[src/rtl/kgp_control_if.sv]
// Handshake bundle between the KGP-RISC main control FSM and the datapath/memories.
// master = control FSM side, slave = datapath side.
interface kgp_control_if #(
    parameter int CNT_W = 16
);
    logic             start;
    logic [2:0]       opcode;
    logic             alu_zero;
    logic             imem_ready;
    logic             dmem_ready;
    logic             imem_req;
    logic             ir_write;
    logic             pc_write;
    logic [1:0]       pc_src;
    logic [2:0]       ALUOp;
    logic             alu_src;
    logic             dmem_read;
    logic             dmem_write;
    logic             reg_write;
    logic             mem_to_reg;
    logic             busy;
    logic             halted;
    logic             err;
    logic [CNT_W-1:0] retired;

    modport master (
        input  start, opcode, alu_zero, imem_ready, dmem_ready,
        output imem_req, ir_write, pc_write, pc_src, ALUOp, alu_src,
               dmem_read, dmem_write, reg_write, mem_to_reg,
               busy, halted, err, retired
    );

    modport slave (
        output start, opcode, alu_zero, imem_ready, dmem_ready,
        input  imem_req, ir_write, pc_write, pc_src, ALUOp, alu_src,
               dmem_read, dmem_write, reg_write, mem_to_reg,
               busy, halted, err, retired
    );
endinterface

[src/rtl/kgp_control_fsm.sv]
// Multi-cycle main control FSM for KGP-RISC: fetch/decode/exec/mem/wb sequencing,
// memory-wait timeout detection and retired-instruction counting.
module kgp_control_fsm #(
    parameter int MAX_WAIT = 15,
    parameter int CNT_W    = 16
) (
    input  logic          clk,
    input  logic          rst,
    kgp_control_if.master bus
);
    localparam int WAIT_W = $clog2(MAX_WAIT + 1);

    localparam logic [2:0] OP_R    = 3'b000;
    localparam logic [2:0] OP_ADDI = 3'b001;
    localparam logic [2:0] OP_LOGI = 3'b010;
    localparam logic [2:0] OP_LW   = 3'b011;
    localparam logic [2:0] OP_SW   = 3'b100;
    localparam logic [2:0] OP_BZ   = 3'b101;
    localparam logic [2:0] OP_J    = 3'b110;
    localparam logic [2:0] OP_HALT = 3'b111;

    typedef enum logic [3:0] {
        S_IDLE, S_FETCH, S_DECODE, S_EXEC, S_MEM, S_WB, S_JUMP, S_HALT, S_ERR
    } state_t;

    state_t             state_q, state_d;
    logic [WAIT_W-1:0]  wait_q, wait_d;
    logic [CNT_W-1:0]   retired_q, retired_d;
    logic               retire;
    logic               wait_expired;

    // The wait count holds the number of ready-low cycles already spent, so the
    // cycle that would make it MAX_WAIT is the last one tolerated.
    assign wait_expired = (wait_q == WAIT_W'(MAX_WAIT - 1));

    always_comb begin
        state_d   = state_q;
        wait_d    = wait_q;
        retired_d = retired_q;
        retire    = 1'b0;
        case (state_q)
            S_IDLE: begin
                if (bus.start) begin
                    state_d = S_FETCH;
                    wait_d  = '0;
                end
            end
            S_FETCH: begin
                if (bus.imem_ready)   state_d = S_DECODE;
                else if (wait_expired) state_d = S_ERR;
                else                   wait_d  = wait_q + 1'b1;
            end
            S_DECODE: begin
                case (bus.opcode)
                    OP_J:    state_d = S_JUMP;
                    OP_HALT: state_d = S_HALT;
                    default: state_d = S_EXEC;
                endcase
            end
            S_EXEC: begin
                case (bus.opcode)
                    OP_LW, OP_SW: begin
                        state_d = S_MEM;
                        wait_d  = '0;
                    end
                    OP_BZ:   retire  = 1'b1;
                    default: state_d = S_WB;
                endcase
            end
            S_MEM: begin
                if (bus.dmem_ready) begin
                    if (bus.opcode == OP_LW) state_d = S_WB;
                    else                     retire  = 1'b1;
                end else if (wait_expired) begin
                    state_d = S_ERR;
                end else begin
                    wait_d = wait_q + 1'b1;
                end
            end
            S_WB, S_JUMP: retire = 1'b1;
            default: state_d = state_q;
        endcase
        // Every return to FETCH other than the one out of IDLE completes an instruction.
        if (retire) begin
            state_d   = S_FETCH;
            wait_d    = '0;
            retired_d = retired_q + 1'b1;
        end
    end

    always_ff @(posedge clk) begin
        if (rst) begin
            state_q   <= S_IDLE;
            wait_q    <= '0;
            retired_q <= '0;
        end else begin
            state_q   <= state_d;
            wait_q    <= wait_d;
            retired_q <= retired_d;
        end
    end

    logic       imem_req_o, ir_write_o, pc_write_o, alu_src_o;
    logic       dmem_read_o, dmem_write_o, reg_write_o, mem_to_reg_o;
    logic [1:0] pc_src_o;
    logic [2:0] alu_op_o;

    // Decoded from the registered state; only FETCH and the BZ branch look at live inputs.
    always_comb begin
        imem_req_o   = 1'b0;
        ir_write_o   = 1'b0;
        pc_write_o   = 1'b0;
        pc_src_o     = 2'd0;
        alu_op_o     = 3'd0;
        alu_src_o    = 1'b0;
        dmem_read_o  = 1'b0;
        dmem_write_o = 1'b0;
        reg_write_o  = 1'b0;
        mem_to_reg_o = 1'b0;
        case (state_q)
            S_FETCH: begin
                imem_req_o = 1'b1;
                ir_write_o = bus.imem_ready;
                pc_write_o = bus.imem_ready;
            end
            S_EXEC: begin
                case (bus.opcode)
                    OP_ADDI:      alu_op_o = 3'd1;
                    OP_LOGI:      alu_op_o = 3'd2;
                    OP_LW, OP_SW: alu_op_o = 3'd3;
                    OP_BZ:        alu_op_o = 3'd4;
                    default:      alu_op_o = 3'd0;
                endcase
                alu_src_o = (bus.opcode == OP_ADDI) || (bus.opcode == OP_LOGI) ||
                            (bus.opcode == OP_LW)   || (bus.opcode == OP_SW);
                if (bus.opcode == OP_BZ) begin
                    pc_write_o = bus.alu_zero;
                    pc_src_o   = 2'd1;
                end
            end
            S_MEM: begin
                dmem_read_o  = (bus.opcode == OP_LW);
                dmem_write_o = (bus.opcode == OP_SW);
            end
            S_WB: begin
                reg_write_o  = 1'b1;
                mem_to_reg_o = (bus.opcode == OP_LW);
            end
            S_JUMP: begin
                pc_write_o = 1'b1;
                pc_src_o   = 2'd2;
            end
            default: ;
        endcase
    end

    assign bus.imem_req   = imem_req_o;
    assign bus.ir_write   = ir_write_o;
    assign bus.pc_write   = pc_write_o;
    assign bus.pc_src     = pc_src_o;
    assign bus.ALUOp      = alu_op_o;
    assign bus.alu_src    = alu_src_o;
    assign bus.dmem_read  = dmem_read_o;
    assign bus.dmem_write = dmem_write_o;
    assign bus.reg_write  = reg_write_o;
    assign bus.mem_to_reg = mem_to_reg_o;
    assign bus.busy       = (state_q != S_IDLE) && (state_q != S_HALT) && (state_q != S_ERR);
    assign bus.halted     = (state_q == S_HALT);
    assign bus.err        = (state_q == S_ERR);
    assign bus.retired    = retired_q;
endmodule

[src/flat_wrapper.sv]
// flat-port wrapper written by rule: the top's interface ports become plain ports
module kgp_control_fsm_flat 
#(
    parameter int MAX_WAIT = 15,
    parameter int CNT_W    = 16
)
  (clk, rst, bus_start, bus_opcode, bus_alu_zero, bus_imem_ready, bus_dmem_ready, bus_imem_req, bus_ir_write, bus_pc_write, bus_pc_src, bus_ALUOp, bus_alu_src, bus_dmem_read, bus_dmem_write, bus_reg_write, bus_mem_to_reg, bus_busy, bus_halted, bus_err, bus_retired);
  kgp_control_if #(.CNT_W(CNT_W)) bus_i ();
  input  logic clk;
  input  logic rst;
  input wire logic [$bits(bus_i.start)-1:0] bus_start;
  input wire logic [$bits(bus_i.opcode)-1:0] bus_opcode;
  input wire logic [$bits(bus_i.alu_zero)-1:0] bus_alu_zero;
  input wire logic [$bits(bus_i.imem_ready)-1:0] bus_imem_ready;
  input wire logic [$bits(bus_i.dmem_ready)-1:0] bus_dmem_ready;
  output wire logic [$bits(bus_i.imem_req)-1:0] bus_imem_req;
  output wire logic [$bits(bus_i.ir_write)-1:0] bus_ir_write;
  output wire logic [$bits(bus_i.pc_write)-1:0] bus_pc_write;
  output wire logic [$bits(bus_i.pc_src)-1:0] bus_pc_src;
  output wire logic [$bits(bus_i.ALUOp)-1:0] bus_ALUOp;
  output wire logic [$bits(bus_i.alu_src)-1:0] bus_alu_src;
  output wire logic [$bits(bus_i.dmem_read)-1:0] bus_dmem_read;
  output wire logic [$bits(bus_i.dmem_write)-1:0] bus_dmem_write;
  output wire logic [$bits(bus_i.reg_write)-1:0] bus_reg_write;
  output wire logic [$bits(bus_i.mem_to_reg)-1:0] bus_mem_to_reg;
  output wire logic [$bits(bus_i.busy)-1:0] bus_busy;
  output wire logic [$bits(bus_i.halted)-1:0] bus_halted;
  output wire logic [$bits(bus_i.err)-1:0] bus_err;
  output wire logic [$bits(bus_i.retired)-1:0] bus_retired;
  assign bus_i.start = bus_start;
  assign bus_i.opcode = bus_opcode;
  assign bus_i.alu_zero = bus_alu_zero;
  assign bus_i.imem_ready = bus_imem_ready;
  assign bus_i.dmem_ready = bus_dmem_ready;
  assign bus_imem_req = bus_i.imem_req;
  assign bus_ir_write = bus_i.ir_write;
  assign bus_pc_write = bus_i.pc_write;
  assign bus_pc_src = bus_i.pc_src;
  assign bus_ALUOp = bus_i.ALUOp;
  assign bus_alu_src = bus_i.alu_src;
  assign bus_dmem_read = bus_i.dmem_read;
  assign bus_dmem_write = bus_i.dmem_write;
  assign bus_reg_write = bus_i.reg_write;
  assign bus_mem_to_reg = bus_i.mem_to_reg;
  assign bus_busy = bus_i.busy;
  assign bus_halted = bus_i.halted;
  assign bus_err = bus_i.err;
  assign bus_retired = bus_i.retired;
  kgp_control_fsm #(.MAX_WAIT(MAX_WAIT), .CNT_W(CNT_W)) u_core (.clk(clk), .rst(rst), .bus(bus_i));
endmodule
[config.mk]
export PLATFORM = sky130hd
export DESIGN_NAME = kgp_control_fsm_flat
export DESIGN_NICKNAME = d
export VERILOG_FILES = /design/src/rtl/kgp_control_if.sv /design/src/rtl/kgp_control_fsm.sv /design/src/flat_wrapper.sv
export SDC_FILE = /design/constraint.sdc
export NUM_CORES = 1
export LEC_CHECK = 0
export BUFFER_PORTS_ARGS = -buffer_cell sky130_fd_sc_hd__buf_2
export CORE_ASPECT_RATIO = 1.1
export CORE_UTILIZATION = 55
export CTS_CLUSTER_SIZE = 16
export DETAILED_ROUTE_END_ITERATION = 10
export PLACE_DENSITY = 0.94
export SETUP_SLACK_MARGIN = 0.5
export SLEW_MARGIN = 15
export SYNTH_ARGS = -nofsm -noshare
export SYNTH_HDL_FRONTEND = slang
export SYNTH_SLANG_ARGS = --single-unit
[constraint.sdc]
create_clock -name clk -period 5.9 [get_ports clk]
set_input_delay 0.295 -clock clk [delete_from_list [all_inputs] [get_ports clk]]
set_output_delay 0.295 -clock clk [all_outputs]
set_load 0.1 [all_outputs]
==> results of run 1 <==
cells by family after synthesis:
logic type	count (synthesis)	share of synthesized area
AO/OA/AOI/OAI	55	0.224
XOR/XNOR	2	0.0112
adder cells (fa/ha/maj)	3	0.0239
buffers and inverters	17	0.0415
flip-flops	24	0.306
multiplexers	6	0.0399
AND/OR/NAND/NOR	100	0.353
synthesized netlist by cell type (2+ instances only):
cell type  number
clkbuf_1       10
dfxtp_1        24
mux2_2          2
buf_1           2
or3_1           7
nor3b_1         3
nor4_1          5
and3_1          2
nand3b_1        2
a21oi_1        20
ha_1            3
or2_2           2
nand4_1         5
inv_1           4
nor2b_1         6
mux2i_1         4
o21bai_1        2
xnor2_1         2
nand2b_1        5
or4_1           4
nand3_1         3
and2_1          4
nor3_1          7
o21ai_0        13
nand2_1        18
o31ai_1         3
nor2_1         20
o21ba_2         4
o31a_1          3
worst max-delay path by stage:
stage               slack, ns                      startpoint                                 end  cells after the start
finish                   2.94  u_core.state_q[0]$_SDFFE_PP0P_                        bus_pc_write                      5
global route             2.82  u_core.state_q[0]$_SDFFE_PP0P_                        bus_pc_write                      5
CTS                      2.97  u_core.state_q[0]$_SDFFE_PP0P_                        bus_pc_write                      5
detailed placement       3.18  u_core.state_q[0]$_SDFFE_PP0P_  u_core.bus.retired[4]$_SDFFE_PP0P_                      5
global placement         3.26  u_core.state_q[0]$_SDFFE_PP0P_  u_core.bus.retired[4]$_SDFFE_PP0P_                      5
floorplan                1.59  u_core.state_q[2]$_SDFFE_PP0P_       u_core.wait_q[0]$_SDFFE_PP0P_                      8
stage by stage:
| stage | power [W] | area [µm²] | cells |
|---|---|---|---|
| global route | 0.000586 | 1820 | 270 |
| CTS | 0.000558 | 1820 | 270 |
| detailed placement | 0.000436 | 1760 | 266 |
| global placement | 0.000432 | 1760 | 266 |
| floorplan | 0.000402 | 1570 | 207 |
| finish | 0.000557 | 1820 | 270 |
sequential cells by signal (all words and copies together), names as in the netlist:
register / count
u_core.bus.retired: 16
u_core.state_q: 4
u_core.wait_q: 4
layer usage:
| layer | track usage | wire length [µm] | vias to the layer above |
|---|---|---|---|
| li1 | - | - | 824 |
| met1 | 0.305 | 1550 | 729 |
| met2 | 0.410 | 1710 | 48 |
| met3 | 0.0394 | 210 | 4 |
| met4 | 0.120 | 55 | 0 |
| met5 | 0 | 0 | - |
final cells by class:
| type | instances | area [µm²] | area share |
|---|---|---|---|
| inverters | 4 | 15.0 | 0.00826 |
| multi-input cells | 166 | 1020 | 0.563 |
| well taps | 31 | 38.8 | 0.0213 |
| clock inverters | 1 | 30.0 | 0.0165 |
| repair buffers | 41 | 208 | 0.114 |
| flip-flops and latches | 24 | 480 | 0.264 |
| clock buffers | 3 | 22.5 | 0.0124 |
cells in the final DEF (no fill, tap or decap), types with 5 or more instances in the layout:
| cell | instances |
|---|---|
| buf_2 | 40 |
| dfxtp_1 | 24 |
| a21oi_1 | 20 |
| nor2_1 | 20 |
| nand2_1 | 18 |
| o21ai_0 | 13 |
| nor3_1 | 7 |
| or3_1 | 7 |
| nor2b_1 | 6 |
| nand2b_1 | 5 |
| nand4_1 | 5 |
| nor4_1 | 5 |
power by group:
part           internal (W)  total (W)  leakage (nW)  switching, W
clock             0.0000688   0.000121        0.0279     0.0000520
combinational     0.0000680   0.000238         0.518      0.000170
sequential         0.000171   0.000198         0.194     0.0000274
critical path, cell delays in order, from the launching register on:
cell      delay, ns
dfxtp_1        0.70
nor4bb_1       0.69
and2_1         0.26
nand4_1        0.13
nand3b_1       0.13
buf_2          0.43
==> results by group, run 1 <==
Final layout
  • Fillcell total: 218
  • Util after Layout: 0.701
  • Synth-to-Final Area Change: 15.9%
  • Layout cells sized above 1: 0.238
  • Final-stage net count: 252
  • Final antenna diode count: 0

Power
  • Peak VDD IR: 423 µV
  • PD cells: 306 mW/mm²
  • Static Leak: 0.740 nW

STA
  • Final setup vio count: 0
  • Crit path time final: 2.96 ns
  • Normalized max-slew margin: 0.483
  • Period utilization: 0.501
  • Unrepaired setup endpoints after global routing: no
  • Slew @ Worst Pin: 0.764 ns
  • Final Max Slew Viols: 0
  • PnR worst setup slack: 2.94 ns
  • Setup tns final: 0 ns
  • F_max: 338 MHz
  • Post-Route Skew: 0.0116 ns
  • Hold Violations, Final: 0
  • Hold WS: 0.303 ns

Synth
  • Syn Inst Count: 207
  • Synth area leaders: dfxtp_1 31%, a21oi_1 6.4%, nor2_1 4.8%
  • Synth Flop Type: dfxtp_1
  • EDFF count, synth: 0
  • Synth top area share: 0.306
  • Syn Nets: 219
  • Distinct cells, synth: 47
  • Seq/Total Area, Yosys: 0.306
  • Post-Syn Area: 0.00157 mm²
  • Post-synth top area cell: dfxtp_1
  • Fraction of registers with async set/reset: 0
  • #FFs+latches synth: 24
  • Mean Syn Cell Area: 7.57 µm²
  • Syn. warnings: 0

Placement
  • Routability Congestion: 0.857
  • I/O Buffers: 40
  • Hpwl dp: 2.57 mm
  • Post-Place Setup Slack: 3.18 ns

Detailed routing
  • WL per Instance: 13.1 µm
  • DRC Markers: 0
  • Initial drt markers: 53
  • DR vias: 1,605
  • Post-Route WL: 3.53 mm
  • Final ANT Viol Nets: 0
  • Drt via density: 5.94
  • DRT Pass-1 Iters: 4

Critical path
  • Worst Path Arrival: 2.66 ns
  • Capture point of the worst reg-to-reg path: u_core.bus.retired[4]$_SDFFE_PP0P_
  • Crit path max fanout: 20
  • Worst R2R Start: u_core.state_q[0]$_SDFFE_PP0P_
  • Critical path class: reg -> out
  • CP endpoint kind: primary output
  • Type of origin of the critical path: register
  • Worst R2R Setup Slack: 3.11 ns
  • Critical Path RT: 5.61 ns
  • Reg2Reg Depth: 5

CTS
  • Clock-pin slew on the worst setup and hold paths: 0.13 ns
  • Post-CTS setup repair buffer count: 0
  • CTS Hold Bufs: 0
  • Worst-Skew Late Latency: 0.33 ns
  • H-Tree Depth: 1
  • Clock Path Buffers: 2
  • CTS tree: yes
  • CTS resizes: 0
  • CTS Buf Count: 3
  • Clock sinks: 24
  • CTS root buffer: clkbuf_4

Floorplan
  • I/O Pins: 41
  • Initial core utilization: 0.605
  • Num rows: 19
  • Chip Height: 58.0 µm
  • Die Wd: 52.9 µm
  • Die area: 0.00307 mm²
  • Core ar.: 0.00259 mm²

Hold path
  • Hold Crit Depth: 3
  • Hold Path End: u_core.state_q[1]$_SDFFE_PP0P_
  • HP Class: in -> reg
  • Min-delay src: bus_imem_ready

Global routing
  • GRT Residual Overflow: 0
  • Vias in the first global route: 1,360
  • First-pass GRT wire length: 5.73 mm
  • Total GRT Usage: 0.247
  • Pin count of the biggest net entering global routing: 23
  • Antenna violations before repair: 0

Job
  • Max Cap Viol: 0

Status
  • Status: completed
No activity file was read; power rests on OpenSTA's default activity.
==> run 2, diff against run 1 <==
--- a/config.mk
+++ b/config.mk
@@ -5,12 +5,13 @@
 export SDC_FILE = /design/constraint.sdc
 export NUM_CORES = 1
 export LEC_CHECK = 0
+export ABC_AREA = 1
 export BUFFER_PORTS_ARGS = -buffer_cell sky130_fd_sc_hd__buf_2
 export CORE_ASPECT_RATIO = 1.1
-export CORE_UTILIZATION = 55
+export CORE_UTILIZATION = 48
 export CTS_CLUSTER_SIZE = 16
 export DETAILED_ROUTE_END_ITERATION = 10
-export PLACE_DENSITY = 0.94
+export PLACE_DENSITY = 0.87
 export SETUP_SLACK_MARGIN = 0.5
 export SLEW_MARGIN = 15
 export SYNTH_ARGS = -nofsm -noshare
==> constraint.sdc (replaced) <==
create_clock -name clk -period 2.5 [get_ports clk]
set_input_delay 0.125 -clock clk [delete_from_list [all_inputs] [get_ports clk]]
set_output_delay 0.125 -clock clk [all_outputs]
set_load 0.1 [all_outputs]
==> results by group, run 2 <==
Critical path
  • Worst path cell trace: nor2_2, nand3_2, nor2_4, buf_2
  • CP endpoint kind: primary output
  • Crit path max fanout: 6 (-70%)
  • Critical Path RT: 2.38 ns (-3.23 ns)
  • Buf/Inv on CP: 1 (unchanged)
  • Cell class contributing the biggest share of worst-path delay: simple AND/OR/NAND/NOR gates
  • Critical path class: reg -> out
  • Critical-path top delay cell: buf_2
  • Max stage delay on crit path: 0.44 ns (-0.26 ns)
  • Type of origin of the critical path: register
  • Worst Path Arrival: 1.74 ns (-0.92 ns)

Power
  • Logic gate share of total power: 0.489 (+0.062)
  • Flop pwr share: 0.321 (-0.035)
  • Sw frac: 0.496 (+0.0479)
  • P_sw: 0.000734 W (+190%)
  • PD cells: 735 mW/mm² (+140%)
  • Peak VDD IR: 369 µV (-13%)
  • Static Leak: 0.909 nW (+23%)
  • Clock power share: 0.189 (-0.028)
  • Pint: 0.000747 W (+140%)

Placement
  • I/O Buffers: 40 (unchanged)
  • Routability Congestion: 0.924 (+7.9%)
  • Hpwl dp: 3.03 mm (+18%)
  • Dpl cells: 360 (+35%)

Detailed routing
  • Met3 Routed Length: 173 µm (-18%)
  • DRC Markers: 0 (unchanged)
  • DRT met1 WL: 1.83 mm (+18%)
  • Top Metal Used: met4
  • Post-Route WL: 4.02 mm (+14%)
  • DRT Pass-1 Iters: 4 (unchanged)
  • Final ANT Viol Nets: 0 (unchanged)
  • Drt via density: 5.18 (-13%)
  • WL per Instance: 11.0 µm (-15%)
  • DR vias: 1,884 (+17%)
  • Initial drt markers: 131 (+150%)
  • Routed wl met2: 1.96 mm (+14%)

Synth
  • Synth area leaders: dfxtp_1 29%, nand2_1 16%, nor2_1 9.4%
  • Mean Syn Cell Area: 6.05 µm² (-20%)
  • Top cells by count, synth: 73 x nand2_1, 42 x nor2_1, 27 x inv_1, 26 x a21oi_1, 26 x nand3_1
  • Syn. warnings: 0 (unchanged)
  • Proportion of synthesized area in mux cells: 0 (-0.0399)
  • Post-synthesis xor/xnor area fraction: 0.0209 (+0.00972)
  • Synth top area share: 0.287 (-0.0199)
  • Largest family of logic cells by synthesized area: simple AND/OR/NAND/NOR gates
  • Post-synthesis compound-gate area fraction: 0.127 (-0.0974)
  • Adder-Cell Fraction of Synth Area: 0.0224 (-0.00155)
  • Syn Inst Count: 277 (+34%)
  • #FFs+latches synth: 24 (unchanged)
  • Post-synth top area cell: dfxtp_1
  • Fraction of registers with async set/reset: 0 (unchanged)
  • EDFF count, synth: 0 (unchanged)
  • Syn Nets: 289 (+32%)
  • Synth Area in Simple Gates: 0.447 (+0.0943)
  • Seq/Total Area, Yosys: 0.287 (-0.0199)
  • Distinct cells, synth: 27 (-43%)
  • Cell with the most instances after synthesis: nand2_1
  • Post-Syn Area: 0.00168 mm² (+6.9%)
  • Synth Flop Type: dfxtp_1

Floorplan
  • I/O Pins: 41 (unchanged)
  • Num rows: 22 (+3)
  • Die area: 0.00373 mm² (+22%)
  • Core ar.: 0.00333 mm² (+29%)
  • Initial core utilization: 0.503 (-0.102)
  • Chip Height: 64.0 µm (+10%)
  • Die Wd: 58.4 µm (+10%)

CTS
  • Clock sinks: 24 (unchanged)
  • CTS tree: yes
  • Clock-pin slew on the worst setup and hold paths: 0.13 ns (about the same)
  • H-Tree Depth: 1 (unchanged)
  • Clock Path Buffers: 2 (unchanged)
  • CTS root buffer: clkbuf_4
  • CTS Buf Count: 3 (unchanged)
  • Worst-Skew Late Latency: 0.32 ns (about the same)

STA
  • Crit path time final: 1.86 ns
  • Slew @ Worst Pin: 0.488 ns (-0.276 ns)
  • Period utilization: 0.745
  • Setup tns final: 0 ns (unchanged)
  • Final Max Slew Viols: 0 (unchanged)
  • F_max: 537 MHz
  • Unrepaired setup endpoints after global routing: no
  • Hold Violations, Final: 0 (unchanged)
  • Final setup vio count: 0 (unchanged)
  • Post-Route Skew: 0.00542 ns (-0.00614 ns)
  • Normalized max-slew margin: 0.677 (+0.194)

Global routing
  • Total GRT Usage: 0.226 (-0.0212)
  • Antenna violations before repair: 0 (unchanged)
  • Vias in the first global route: 1,633 (+20%)
  • Pin count of the biggest net entering global routing: 26 (+13%)
  • GRT Residual Overflow: 0 (unchanged)
  • First-pass GRT wire length: 6.73 mm (+17%)

Final layout
  • Layout cells sized above 1: 0.244 (+0.00518)
  • Final-stage net count: 329 (+31%)
  • Fillcell total: 338 (+55%)
  • Final antenna diode count: 0 (unchanged)
  • Largest register FFs: 16 (unchanged)
  • Synth-to-Final Area Change: 20.1%
  • Most common cell after layout, fill and taps aside: nand2_1
  • Most frequent cells in the layout: 73 x nand2_1, 38 x buf_2, 36 x nor2_1
  • Non-filler cells, final: 364 (+35%)

Job
  • Max Cap Viol: 0 (unchanged)

Hold path
  • HP Class: in -> reg

Status
  • Status: completed
[run 2: cell count changes after synthesis, moves of 5 or more]
cell | previous run | this run
a21oi_1 | 20 | 26
inv_2 | 0 | 5
nand2b_1 | 5 | 0
nor2b_1 | 6 | 0
nand3_1 | 3 | 26
nor2_1 | 20 | 42
clkbuf_1 | 10 | 1
inv_1 | 4 | 27
or3_1 | 7 | 0
nand2_1 | 18 | 73
[run 2: cell families after synthesis]
family	count (synthesis)
compound gates	42
fa+ha+maj	3
flops	24
xor+xnor	4
simple gates	167
buf+inv	37
[run 2: layout make-up]
type | count | area [µm²] | share of cell area
multi-input combinational | 216 | 1090 | 0.541
sequential | 24 | 487 | 0.242
timing repair buffer | 40 | 205 | 0.102
inverter | 32 | 120 | 0.0596
tap | 48 | 60.1 | 0.0298
clock inverter | 1 | 30.0 | 0.0149
clock buffer | 3 | 22.5 | 0.0112
[run 2: through the flow]
stage | setup slack [ns] | total power [W] | util | instance area (µm²) | hold slack [ns]
after global placement | 0.638 | 0.00119 | 0.585 | 1950 | 0.455
after detailed placement | 0.554 | 0.00120 | 0.585 | 1950 | 0.462
after floorplan | 0.0344 | 0.00110 | - | 1730 | 0.362
after global routing | 0.518 | 0.00157 | 0.605 | 2010 | 0.106
final | 0.636 | 0.00148 | 0.605 | 2010 | 0.119
after CTS | 0.520 | 0.00148 | 0.601 | 2000 | 0.119
[run 2: timing repair]
action	in CTS	in global routing
setup endpoints to repair	1	24
gates resized for setup	1	4
gates cloned	0	0
buffers inserted	0	0
hold buffers	0	0
[run 2: path summary, 6_finish.rpt]
check	depth (start not counted)	startpoint	end	slack, ns
setup reg to reg	8	u_core.state_q[3]$_SDFFE_PP0P_	u_core.state_q[2]$_SDFFE_PP0P_	0.74
hold / removal	2	rst	u_core.state_q[0]$_SDFFE_PP0P_	0.12
hold reg to reg	1	u_core.bus.retired[0]$_SDFFE_PP0P_	u_core.bus.retired[0]$_SDFFE_PP0P_	0.49
setup / recovery	4	u_core.state_q[2]$_SDFFE_PP0P_	bus_pc_src[0]	0.64
[run 2: power by group through the flow]
stage	Clock (W)	Sequential, W	Combinational, W
global placement	0	0.000479	0.000708
detailed placement	0	0.000481	0.000720
floorplan	0	0.000463	0.000638
finish	0.000280	0.000476	0.000725
CTS	0.000286	0.000473	0.000725
global route	0.000305	0.000483	0.000784
[run 2: worst register-to-register path, stage by stage (launching register included)]
cell and delay (ns):
dfxtp_1 0.44, inv_2 0.09, nand2_1 0.23, nor2_2 0.08, nand3_1 0.12, nand3_4 0.26
nor2_2 0.21, inv_1 0.12, a21oi_1 0.14
[run 2: metal layers]
| layer | up-vias | GRT usage |
|---|---|---|
| met4 | 0 | 0.0804 |
| met1 | 832 | 0.280 |
| met3 | 10 | 0.0202 |
| met2 | 63 | 0.399 |
| met5 | - | 0 |
| li1 | 979 | - |
==> run 3, diff against run 2 <==
--- a/config.mk
+++ b/config.mk
@@ -8,10 +8,10 @@
 export ABC_AREA = 1
 export BUFFER_PORTS_ARGS = -buffer_cell sky130_fd_sc_hd__buf_2
 export CORE_ASPECT_RATIO = 1.1
-export CORE_UTILIZATION = 48
+export CORE_UTILIZATION = 53
 export CTS_CLUSTER_SIZE = 16
 export DETAILED_ROUTE_END_ITERATION = 10
-export PLACE_DENSITY = 0.87
+export PLACE_DENSITY = 0.9
 export SETUP_SLACK_MARGIN = 0.5
 export SLEW_MARGIN = 15
 export SYNTH_ARGS = -nofsm -noshare
==> constraint.sdc (replaced) <==
create_clock -name clk -period 1.8 [get_ports clk]
set_input_delay 0.09 -clock clk [delete_from_list [all_inputs] [get_ports clk]]
set_output_delay 0.09 -clock clk [all_outputs]
set_load 0.1 [all_outputs]
==> results by group, run 3 <==
Status
  • Fail Step: global routing (5_1_grt)
  • Status: aborted with a tool error
  • First Err: [ERROR DPL-0038] Utilization greater than 100%, impossible to legalize

Synth
  • Post-Syn Area: 0.00168 mm² (unchanged)
  • Seq/Total Area, Yosys: 0.287 (unchanged)
  • EDFF count, synth: 0 (unchanged)
  • Cell with the most instances after synthesis: nand2_1
  • Synth Flop Type: dfxtp_1
  • Synth top area share: 0.287 (unchanged)
  • Fraction of registers with async set/reset: 0 (unchanged)
  • Syn Inst Count: 277 (unchanged)
  • Distinct cells, synth: 27 (unchanged)
  • Syn Nets: 289 (unchanged)
  • Syn. warnings: 0 (unchanged)
  • #FFs+latches synth: 24 (unchanged)
  • Top cells by count, synth: 73 x nand2_1, 42 x nor2_1, 27 x inv_1, 26 x a21oi_1, 26 x nand3_1
  • Mean Syn Cell Area: 6.05 µm² (unchanged)
  • Synth area leaders: dfxtp_1 29%, nand2_1 16%, nor2_1 9.4%
  • Post-synth top area cell: dfxtp_1

Placement
  • Hpwl dp: 3.61 mm (+19%)
  • Cell Area, Placed: 0.00239 mm² (+23%)
  • Dpl cells: 351 (-2.5%)
  • Routability Congestion: 0.914 (-1.0%)
  • I/O Buffers: 40 (unchanged)

Floorplan
  • Chip Height: 61.0 µm (-4.7%)
  • Die Wd: 55.6 µm (-4.7%)
  • Initial core utilization: 0.555 (+0.0515)
  • I/O Pins: 41 (unchanged)
  • Num rows: 21 (-4.5%)

CTS
  • CTS Buf Count: 3 (unchanged)
  • Clock Path Buffers: 2 (unchanged)
  • H-Tree Depth: 1 (unchanged)
  • CTS root buffer: clkbuf_4
  • Clock sinks: 24 (unchanged)

STA
  • Worst endpoint type: primary output
  • GR repair worst EP: bus_pc_write

Global routing
  • Pin count of the biggest net entering global routing: 14
==> run 3: cell counts after synthesis <==
No cell type changed its count.
==> run 3: cells by family after synthesis <==
family	synth area share
simple gates	0.447
compound gates	0.127
buf+inv	0.0963
flops	0.287
xor+xnor	0.0209
fa+ha+maj	0.0224
==> run 3: metrics by stage <==
step / setup slack (ns) / utilization
2_1_floorplan: 0.0752 / -
3_3_place_gp: 0.142 / 0.791
3_5_place_dp: 0.0664 / 0.791
4_1_cts: 0.220 / 0.934
==> run 3: what timing repair did <==
action                     CTS
pin swaps                   20
setup endpoints to repair   40
resized for setup           63
hold buffers                 0
cloned                       4
buffers inserted            13
==> run 4, diff against run 3 <==
--- a/config.mk
+++ b/config.mk
@@ -7,12 +7,9 @@
 export LEC_CHECK = 0
 export ABC_AREA = 1
 export BUFFER_PORTS_ARGS = -buffer_cell sky130_fd_sc_hd__buf_2
-export CORE_ASPECT_RATIO = 1.1
-export CORE_UTILIZATION = 53
-export CTS_CLUSTER_SIZE = 16
+export CORE_UTILIZATION = 40
 export DETAILED_ROUTE_END_ITERATION = 10
-export PLACE_DENSITY = 0.9
-export SETUP_SLACK_MARGIN = 0.5
+export PLACE_DENSITY_LB_ADDON = 0.15
 export SLEW_MARGIN = 15
 export SYNTH_ARGS = -nofsm -noshare
 export SYNTH_HDL_FRONTEND = slang
==> results by group, run 4 (synthesized netlist as in run 2, its figures left out) <==
Final layout
  • Most frequent cells in the layout: 72 x nand2_1, 37 x nor2_1, 27 x inv_1, 27 x buf_2, 26 x nand3_1
  • Util after Layout: 0.574
  • Synth-to-Final Area Change: 37.0%
  • Final-stage net count: 337
  • Fillcell total: 404
  • Final antenna diode count: 0
  • Largest register FFs: 16
  • Multi-input gate area: 0.00111 mm²
  • Layout cells sized above 1: 0.284
  • FF/Latch Area: 498 µm²
  • Most common cell after layout, fill and taps aside: nand2_1

CTS
  • CTS tree: yes
  • H-Tree Depth: 1 (unchanged)
  • CTS Buf Count: 3 (unchanged)
  • Worst-Skew Late Latency: 0.26 ns
  • Clock-pin slew on the worst setup and hold paths: 0.09 ns
  • Clock Path Buffers: 2 (unchanged)
  • Post-CTS setup repair buffer count: 0 (-13)
  • Clock sinks: 24 (unchanged)
  • CTS root buffer: clkbuf_8

Floorplan
  • Die area: 0.00445 mm²
  • I/O Pins: 41 (unchanged)
  • Chip Height: 66.7 µm (+9.4%)
  • Core ar.: 0.00400 mm²
  • Num rows: 23 (+9.5%)
  • Initial core utilization: 0.419 (-0.136)
  • Die Wd: 66.7 µm (+20%)

Critical path
  • Critical Path RT: 1.71 ns
  • CP endpoint kind: primary output
  • Critical Path Start: u_core.state_q[3]$_SDFFE_PP0P_
  • Critical Path Sink: bus_pc_write
  • Worst R2R Setup Slack: 0.18 ns
  • Critical path class: reg -> out
  • Capture point of the worst reg-to-reg path: u_core.bus.retired[9]$_SDFFE_PP0P_
  • Worst R2R Start: u_core.state_q[2]$_SDFFE_PP0P_
  • Reg2Reg Depth: 9
  • Worst Path Arrival: 1.61 ns
  • Type of origin of the critical path: register
  • Crit path max fanout: 6

STA
  • Hold Violations, Final: 0
  • Slew @ Worst Pin: 0.490 ns
  • Setup tns final: 0 ns
  • Period utilization: 0.944
  • Crit path time final: 1.70 ns
  • PnR worst setup slack: 0.101 ns
  • Final Max Slew Viols: 0
  • Hold WS: 0.115 ns
  • Unrepaired setup endpoints after global routing: no
  • F_max: 589 MHz
  • Final setup vio count: 0
  • Post-Route Skew: 0.00729 ns
  • Normalized max-slew margin: 0.676

Detailed routing
  • WL per Instance: 11.5 µm
  • Initial drt markers: 92
  • Drt via density: 5.04
  • Post-Route WL: 4.31 mm
  • DRT Pass-1 Iters: 4
  • Final ANT Viol Nets: 0
  • DRC Markers: 0
  • DR vias: 1,885

Global routing
  • Pin count of the biggest net entering global routing: 15
  • First-pass GRT wire length: 7.33 mm
  • Antenna violations before repair: 0
  • GRT Max-Usage Layer: met2
  • Vias in the first global route: 1,642
  • Met2 Usage GRT: 0.348
  • GRT Residual Overflow: 0
  • Total GRT Usage: 0.212
  • Met1 Track Usage GR: 0.289
  • Grt met3 use: 0.0223

Hold path
  • HP Class: in -> reg

Status
  • Status: completed

Power
  • Static Leak: 0.992 nW
  • PD cells: 1020 mW/mm²
  • Peak VDD IR: 503 µV

Job
  • Max Cap Viol: 0

Placement
  • Routability Congestion: 0.922 (+0.84%)
  • Hpwl dp: 3.42 mm (-5.4%)
  • Post-Place Setup Slack: 0.0854 ns (+0.0190 ns)
  • I/O Buffers: 40 (unchanged)
==> run 4: worst min path at each step <==
stage / from / to / depth (start not counted)
6_report: rst / u_core.bus.retired[12]$_SDFFE_PP0P_ / 2
5_1_grt: rst / u_core.bus.retired[11]$_SDFFE_PP0P_ / 2
4_1_cts: rst / u_core.bus.retired[12]$_SDFFE_PP0P_ / 2
3_5_place_dp: rst / u_core.bus.retired[11]$_SDFFE_PP0P_ / 2
3_3_place_gp: rst / u_core.bus.retired[12]$_SDFFE_PP0P_ / 2
2_1_floorplan: bus_imem_ready / u_core.state_q[3]$_SDFFE_PP0P_ / 3
==> run 4: metal layers <==
metal  wire length (µm)  share of wire  vias to the layer above
li1                   -              -                      989
met1               2080           0.48                      850
met2               2040           0.47                       42
met3                155          0.036                        4
met4                 31         0.0072                        0
met5                  0              0                        -
==> run 4: repair_timing <==
action	4_1_cts	5_1_grt
hold endpoints to repair	0	0
resized for setup	0	5
setup endpoints to repair	0	20
hold buffers	0	0
==> run 4: through the flow <==
| step | instances | area [µm²] | total power, W |
|---|---|---|---|
| finish | 374 | 2300 | 0.00235 |
| global route | 374 | 2300 | 0.00250 |
| CTS | 374 | 2280 | 0.00236 |
| detailed placement | 370 | 2210 | 0.00189 |
| global placement | 370 | 2210 | 0.00190 |
| floorplan | 277 | 1760 | 0.00157 |
==> run 4: area by class of cell <==
type / count / share of cell area
multi-input cells: 216 / 0.485
flip-flops and latches: 24 / 0.217
repair buffers: 48 / 0.187
inverters: 32 / 0.0523
well taps: 50 / 0.0272
clock buffers: 3 / 0.0180
clock inverters: 1 / 0.0131
==> run 4: power breakdown <==
part | total (W) | switching, W | leakage [nW] | internal, W
Combinational | 0.00124 | 0.000855 | 0.756 | 0.000390
Clock | 0.000464 | 0.000166 | 0.0357 | 0.000297
Sequential | 0.000639 | 0.0000638 | 0.201 | 0.000575
==> run 4: worst max-delay path, stage by stage (launching register included) <==
cell	delay, ns
dfxtp_1	0.37
nor2_2	0.22
nand3_2	0.20
nor2_4	0.19
a21oi_1	0.10
nand2_2	0.09
buf_12	0.17
